$ cat config.mk
export PLATFORM = sky130hd
export DESIGN_NAME = mux_4_to_1_rr_arbiter
export DESIGN_NICKNAME = d
export VERILOG_FILES = /design/src/rtl/mux_arb_pkg.sv /design/src/rtl/mux_4_to_1_vector.sv /design/src/rtl/rr_pick4.sv /design/src/rtl/mux_4_to_1_rr_arbiter.sv
export SDC_FILE = /design/constraint.sdc
export NUM_CORES = 1
export LEC_CHECK = 0
export BUFFER_PORTS_ARGS = -buffer_cell sky130_fd_sc_hd__buf_2
export CELL_PAD_IN_SITES_DETAIL_PLACEMENT = 1
export CELL_PAD_IN_SITES_GLOBAL_PLACEMENT = 1
export CORE_MARGIN = 4
export CORE_UTILIZATION = 34
export CTS_CLUSTER_SIZE = 14
export DETAILED_ROUTE_END_ITERATION = 10
export GPL_TIMING_DRIVEN = 0
export PLACE_DENSITY_LB_ADDON = 0.15
export SLEW_MARGIN = 20
export SYNTH_ARGS = -nofsm -noshare
export SYNTH_HDL_FRONTEND = slang
export SYNTH_SLANG_ARGS = --single-unit
export TNS_END_PERCENT = 1
$ cat constraint.sdc
create_clock -name clk -period 2.15 [get_ports clk]
set_input_delay 0.215 -clock clk [delete_from_list [all_inputs] [get_ports clk]]
set_output_delay 0.215 -clock clk [all_outputs]
set_load 0.02 [all_outputs]
$ cat src/rtl/mux_arb_pkg.sv
// Shared types and helpers for the 4-requester round-robin mux arbiter.
package mux_arb_pkg;

  localparam int NUM_REQ = 4;
  localparam int IDX_W   = 2;

  typedef enum logic {
    IDLE  = 1'b0,
    GRANT = 1'b1
  } arb_state_e;

  function automatic logic [NUM_REQ-1:0] onehot(input logic [IDX_W-1:0] idx);
    logic [NUM_REQ-1:0] vec;
    vec      = {NUM_REQ{1'b0}};
    vec[idx] = 1'b1;
    return vec;
  endfunction

endpackage

$ cat src/rtl/mux_4_to_1_vector.sv
// SIZE-bit 4:1 vector multiplexer; only the zero-delay (purely combinational) form is built.
module mux_4_to_1_vector #(
  parameter int SIZE  = 4,
  parameter int DELAY = 0
) (
  input  logic [1:0]      sel,
  input  logic [SIZE-1:0] a,
  input  logic [SIZE-1:0] b,
  input  logic [SIZE-1:0] c,
  input  logic [SIZE-1:0] d,
  output logic [SIZE-1:0] y
);

  if (DELAY != 0) begin : g_delay_unsupported
    $error("mux_4_to_1_vector: only DELAY=0 is implemented");
  end

  // plain select
  always_comb begin
    case (sel)
      2'd0:    y = a;
      2'd1:    y = b;
      2'd2:    y = c;
      2'd3:    y = d;
      default: y = a;
    endcase
  end

endmodule

$ cat src/rtl/rr_pick4.sv
// Rotating-priority picker: first set request after 'last', with 'last' itself lowest.
module rr_pick4
  import mux_arb_pkg::*;
(
  input  logic [NUM_REQ-1:0] req_i,
  input  logic [IDX_W-1:0]   last_i,
  output logic               any_o,
  output logic [IDX_W-1:0]   winner_o
);

  // scan last+1 .. last+4 (mod 4) and keep the first hit
  always_comb begin
    logic [IDX_W-1:0] cand;
    any_o    = 1'b0;
    winner_o = {IDX_W{1'b0}};
    cand     = {IDX_W{1'b0}};
    for (int k = 1; k <= NUM_REQ; k++) begin
      cand = last_i + IDX_W'(k);
      if (!any_o && req_i[cand]) begin
        any_o    = 1'b1;
        winner_o = cand;
      end else begin
        any_o    = any_o;
        winner_o = winner_o;
      end
    end
  end

endmodule

$ cat src/rtl/mux_4_to_1_rr_arbiter.sv
// Round-robin arbiter owning the select of a shared 4:1 mux, with bounded bursts
// and a valid/ready handshake toward a single consumer.
module mux_4_to_1_rr_arbiter
  import mux_arb_pkg::*;
#(
  parameter int SIZE      = 4,
  parameter int MAX_BURST = 4
) (
  input  logic               clk,
  input  logic               reset,
  input  logic [NUM_REQ-1:0] req,
  input  logic [SIZE-1:0]    a,
  input  logic [SIZE-1:0]    b,
  input  logic [SIZE-1:0]    c,
  input  logic [SIZE-1:0]    d,
  input  logic               y_ready,
  output logic [NUM_REQ-1:0] grant,
  output logic [IDX_W-1:0]   sel,
  output logic [SIZE-1:0]    y,
  output logic               y_valid,
  output logic               beat
);

  localparam int CNT_W = $clog2(MAX_BURST + 1);
  localparam logic [CNT_W-1:0] LAST_BEAT = CNT_W'(MAX_BURST - 1);

  arb_state_e         state_q, state_d;
  logic [NUM_REQ-1:0] grant_q, grant_d;
  logic [IDX_W-1:0]   sel_q, sel_d;
  logic [IDX_W-1:0]   last_q, last_d;
  logic [CNT_W-1:0]   cnt_q, cnt_d;

  logic               pick_any_s;
  logic [IDX_W-1:0]   pick_win_s;
  logic [IDX_W-1:0]   pick_last_s;
  logic               valid_s;
  logic               beat_s;
  logic               release_s;

  // On release the current owner becomes 'last', so a same-edge re-pick scans from sel.
  assign pick_last_s = (state_q == GRANT) ? sel_q : last_q;

  rr_pick4 u_pick (
    .req_i    (req),
    .last_i   (pick_last_s),
    .any_o    (pick_any_s),
    .winner_o (pick_win_s)
  );

  assign valid_s   = (state_q == GRANT) && req[sel_q];
  assign beat_s    = valid_s && y_ready;
  assign release_s = (state_q == GRANT) &&
                     (!req[sel_q] || (beat_s && (cnt_q == LAST_BEAT)));

  // next-state for grant ownership, burst counting and rotation
  always_comb begin
    state_d = state_q;
    grant_d = grant_q;
    sel_d   = sel_q;
    last_d  = last_q;
    cnt_d   = cnt_q;
    case (state_q)
      IDLE: begin
        if (pick_any_s) begin
          state_d = GRANT;
          grant_d = onehot(pick_win_s);
          sel_d   = pick_win_s;
          cnt_d   = {CNT_W{1'b0}};
        end else begin
          state_d = IDLE;
        end
      end
      GRANT: begin
        if (release_s) begin
          last_d = sel_q;
          if (pick_any_s) begin
            state_d = GRANT;
            grant_d = onehot(pick_win_s);
            sel_d   = pick_win_s;
            cnt_d   = {CNT_W{1'b0}};
          end else begin
            state_d = IDLE;
            grant_d = {NUM_REQ{1'b0}};
          end
        end else if (beat_s) begin
          cnt_d = cnt_q + CNT_W'(1);
        end else begin
          cnt_d = cnt_q;
        end
      end
      default: begin
        state_d = IDLE;
        grant_d = {NUM_REQ{1'b0}};
      end
    endcase
  end

  // state registers with synchronous reset
  always_ff @(posedge clk) begin
    if (reset) begin
      state_q <= IDLE;
      grant_q <= {NUM_REQ{1'b0}};
      sel_q   <= {IDX_W{1'b0}};
      last_q  <= IDX_W'(NUM_REQ - 1);
      cnt_q   <= {CNT_W{1'b0}};
    end else begin
      state_q <= state_d;
      grant_q <= grant_d;
      sel_q   <= sel_d;
      last_q  <= last_d;
      cnt_q   <= cnt_d;
    end
  end

  mux_4_to_1_vector #(
    .SIZE  (SIZE),
    .DELAY (0)
  ) u_mux (
    .sel (sel_q),
    .a   (a),
    .b   (b),
    .c   (c),
    .d   (d),
    .y   (y)
  );

  assign grant   = grant_q;
  assign sel     = sel_q;
  assign y_valid = valid_s;
  assign beat    = beat_s;

endmodule
==> flow_metrics.py <==
metrics = {
    "run_status": {
        "run_status": "complete, no violations",
    },
    "flow_run": {
        "drv_cap": 0,
    },
    "detailed_routing": {
        "initialDrtViolationCount": 8,
        "wl_per_cell_um": 15.08,
        "vias": 766,
        "ant_nets": 0,
        "route.detailed.drc": 0,
        "wirelength_um": 2201,
        "vias_per_cell": 5.247,
        "drtPass1Iterations": 4,
    },
    "final_layout": {
        "seq_area_um2": 240.2,
        "final_area_um2": 1062,
        "stdcell_count": 146,
        "fin_nets": 145,
        "fin_util_pct": 46.67,
        "multi_input_area_um2": 540.5,
        "drive_gt1_share_pct": 44.92,
        "area_growth_pct": 26.53,
        "antenna_cells": 0,
        "nFillCells": 289,
    },
    "global_route": {
        "first_global_vias": 803,
        "grt_usage_pct": 14.89,
        "grt_start_max_net_pins": 11,
        "grt_antenna_before_repair": 0,
        "grt_pass1_wl_um": 3788,
        "grt_overflow": 0,
    },
    "floorplan": {
        "die_y_um": 57.69,
        "dieArea_um2": 3328,
        "die_w_um": 57.69,
        "core_area_um2": 2276,
        "ios": 35,
        "rows": 17,
        "start_util_pct": 36.89,
    },
    "synthesis": {
        "synth.area.mux_share_pct": 22.80,
        "post_synth_num_cell_types": 32,
        "synthSimpleGateAreaFrac_pct": 20.12,
        "synthXorXnorAreaFrac_pct": 0,
        "ys_top_cells_by_count": "12 x dfxtp_1, 11 x nor2_1, 7 x inv_1, 7 x nand2_1, 4 x mux4_1",
        "synth-edff-count": 0,
        "synthTopCellsByArea": "dfxtp_1 29%, mux4_1 13%, nor2_1 4.9%",
        "synth_compound_area_share_pct": 18.48,
        "yosysWarnings": 0,
        "ys_seq_elements": 12,
        "syn_nets": 107,
        "synthesis.area_um2": 839.6,
        "syn_inst": 82,
        "yosysSeqAreaShare_pct": 28.61,
        "avgSynthCellArea_um2": 10.24,
        "synth_flop_cell": "dfxtp_1",
        "yosysMostFrequentCell": "dfxtp_1",
        "yosysTopAreaCellShare_pct": 28.61,
        "ys_async_sr_fraction_pct": 0,
        "synth_adder_area_share_pct": 2.981,
        "synth_top_family_by_area": "multiplexers",
        "synth_top_area_cell": "dfxtp_1",
    },
    "place": {
        "portBuffers": 33,
        "placedCellCount": 143,
        "dp_hpwl_um": 1823,
        "gp_congestion": 0.7651,
        "placed_area_um2": 1040,
    },
    "timing": {
        "drv_slew": 0,
        "period_share_pct": 89.03,
        "slew_headroom_pct": 55.27,
        "timing.fmax_mhz": 522.4,
        "setup_tns_ns": 0,
        "hold_violations": 0,
        "setup_viol": 0,
        "clock_skew_ns": 0.002194,
        "tightest_slew_ns": 0.6659,
        "rsz0062_at_grt": "false",
        "period_needed_ns": 1.914,
    },
    "clock_network": {
        "htreeDepth": 1,
        "cts_root_buf": "clkbuf_4",
        "clk_pin_slew_ns": 0.07,
        "cts_buffer_depth": 2,
        "clock_sink_count": 12,
        "clk_latency_ns": 0.27,
        "postCtsSetupRepairBufs": 0,
        "cts_tree": "yes",
        "cts_buffers": 3,
        "cts_resized": 0,
        "cts_hold_buffers": 0,
    },
    "critical_path": {
        "r2r_start": "sel[0]",
        "r2r_cells": 6,
        "critical_path.max_fanout": 9,
        "arrival_ns": 1.70,
        "setup.worst_path.class": "flip-flop to output pin",
        "reg2reg_to": "sel[1]",
        "r2r_setup_slack_ns": 0.39,
        "cp-end-kind": "output pin",
        "startpoint_type": "flip-flop",
        "required_ns": 1.93,
    },
    "min_path": {
        "holdPathStages": 2,
        "hold_path_end": "sel[0]",
        "hold_path_class": "input port to flip-flop",
        "hp-start": "reset",
    },
    "power": {
        "powerDensity_nw_per_um2": 644.5,
        "power_frac_seq_pct": 37.5,
        "power_frac_comb_pct": 42.0,
        "intPower_w": 0.0004331,
        "p_switching_w": 0.0002516,
        "p_leak_nw": 0.5006,
        "vdd.ir_drop.worst_mv": 0.4397,
        "clockPowerShare_pct": 20.5,
        "switching_share_pct": 36.74,
    },
}
-- area by class of cell --
cell class | count | share of cell area [%]
plain buffers | 4 | 3.062
clock buffers | 3 | 2.120
inverters | 7 | 2.473
multi-input cells | 59 | 50.88
flip-flops and latches | 12 | 22.61
well taps | 28 | 3.298
repair buffers | 33 | 15.55
-- flip-flops by register name (all words and copies together) (netlist names) --
name	cells
grant	4
cnt_q	3
last_q	2
sel	2
state_q	1
-- critical path, stage by stage (launching register included) --
cell and delay [ns]:
dfxtp_1 0.35, buf_6 0.16, mux4_2 0.56, nand2_1 0.15, nor2_1 0.05, buf_2 0.15
-- cell families (layout without fill, tap and decap cells) --
group / after synthesis / in the layout
mux: 10 / 10
flops: 12 / 12
simple gates: 28 / 28
buf+inv: 11 / 47
compound gates: 19 / 19
fa+ha+maj: 2 / 2
-- routing by layer --
layer  global-route usage [%]  wire, µm  up-vias
met5                        0         0        -
met4                    3.974        22        0
met3                    4.232        88        4
met2                    25.81      1171       16
met1                    17.96       918      367
li1                         -         -      379
-- stage by stage --
step	hold slack [ns]	total power [W]	setup WS, ns
6_report	0.2681	0.0006847	0.2359
5_1_grt	0.2791	0.0007291	0.1116
4_1_cts	0.2660	0.0007003	0.2166
3_5_place_dp	0.4399	0.0005532	0.3929
3_3_place_gp	0.4321	0.0005419	0.4319
2_1_floorplan	0.3616	0.0004642	0.4055
-- worst max-delay path by stage --
| stage | startpoint | endpoint | slack [ns] | cells past startpoint |
|---|---|---|---|---|
| floorplan | sel[0] | sel[1] | 0.41 | 6 |
| finish | sel[0] | beat | 0.24 | 5 |
| CTS | sel[0] | beat | 0.22 | 5 |
| global placement | sel[0] | sel[1] | 0.43 | 6 |
| global route | sel[0] | beat | 0.11 | 5 |
| detailed placement | sel[0] | sel[1] | 0.39 | 6 |
-- power groups by stage --
stage               registers (W)  clock network (W)  logic, W
floorplan                0.000278                  0  0.000186
global placement         0.000261                  0  0.000281
detailed placement       0.000262                  0  0.000291
CTS                      0.000257           0.000151  0.000292
global route             0.000260           0.000156  0.000314
finish                   0.000257           0.000141  0.000287
-- placed cells by master (no fill, tap or decap), types with 3 or more instances in the layout --
master / Yosys / final
a21oi_1: 3 / 3
buf_2: 2 / 35
clkbuf_4: 0 / 3
dfxtp_1: 12 / 12
inv_1: 7 / 7
mux2i_1: 3 / 3
mux4_1: 4 / 4
nand2_1: 7 / 7
nor2_1: 11 / 11
nor3_1: 3 / 3
o21ai_2: 3 / 3
(Power assumes the default switching activity.)
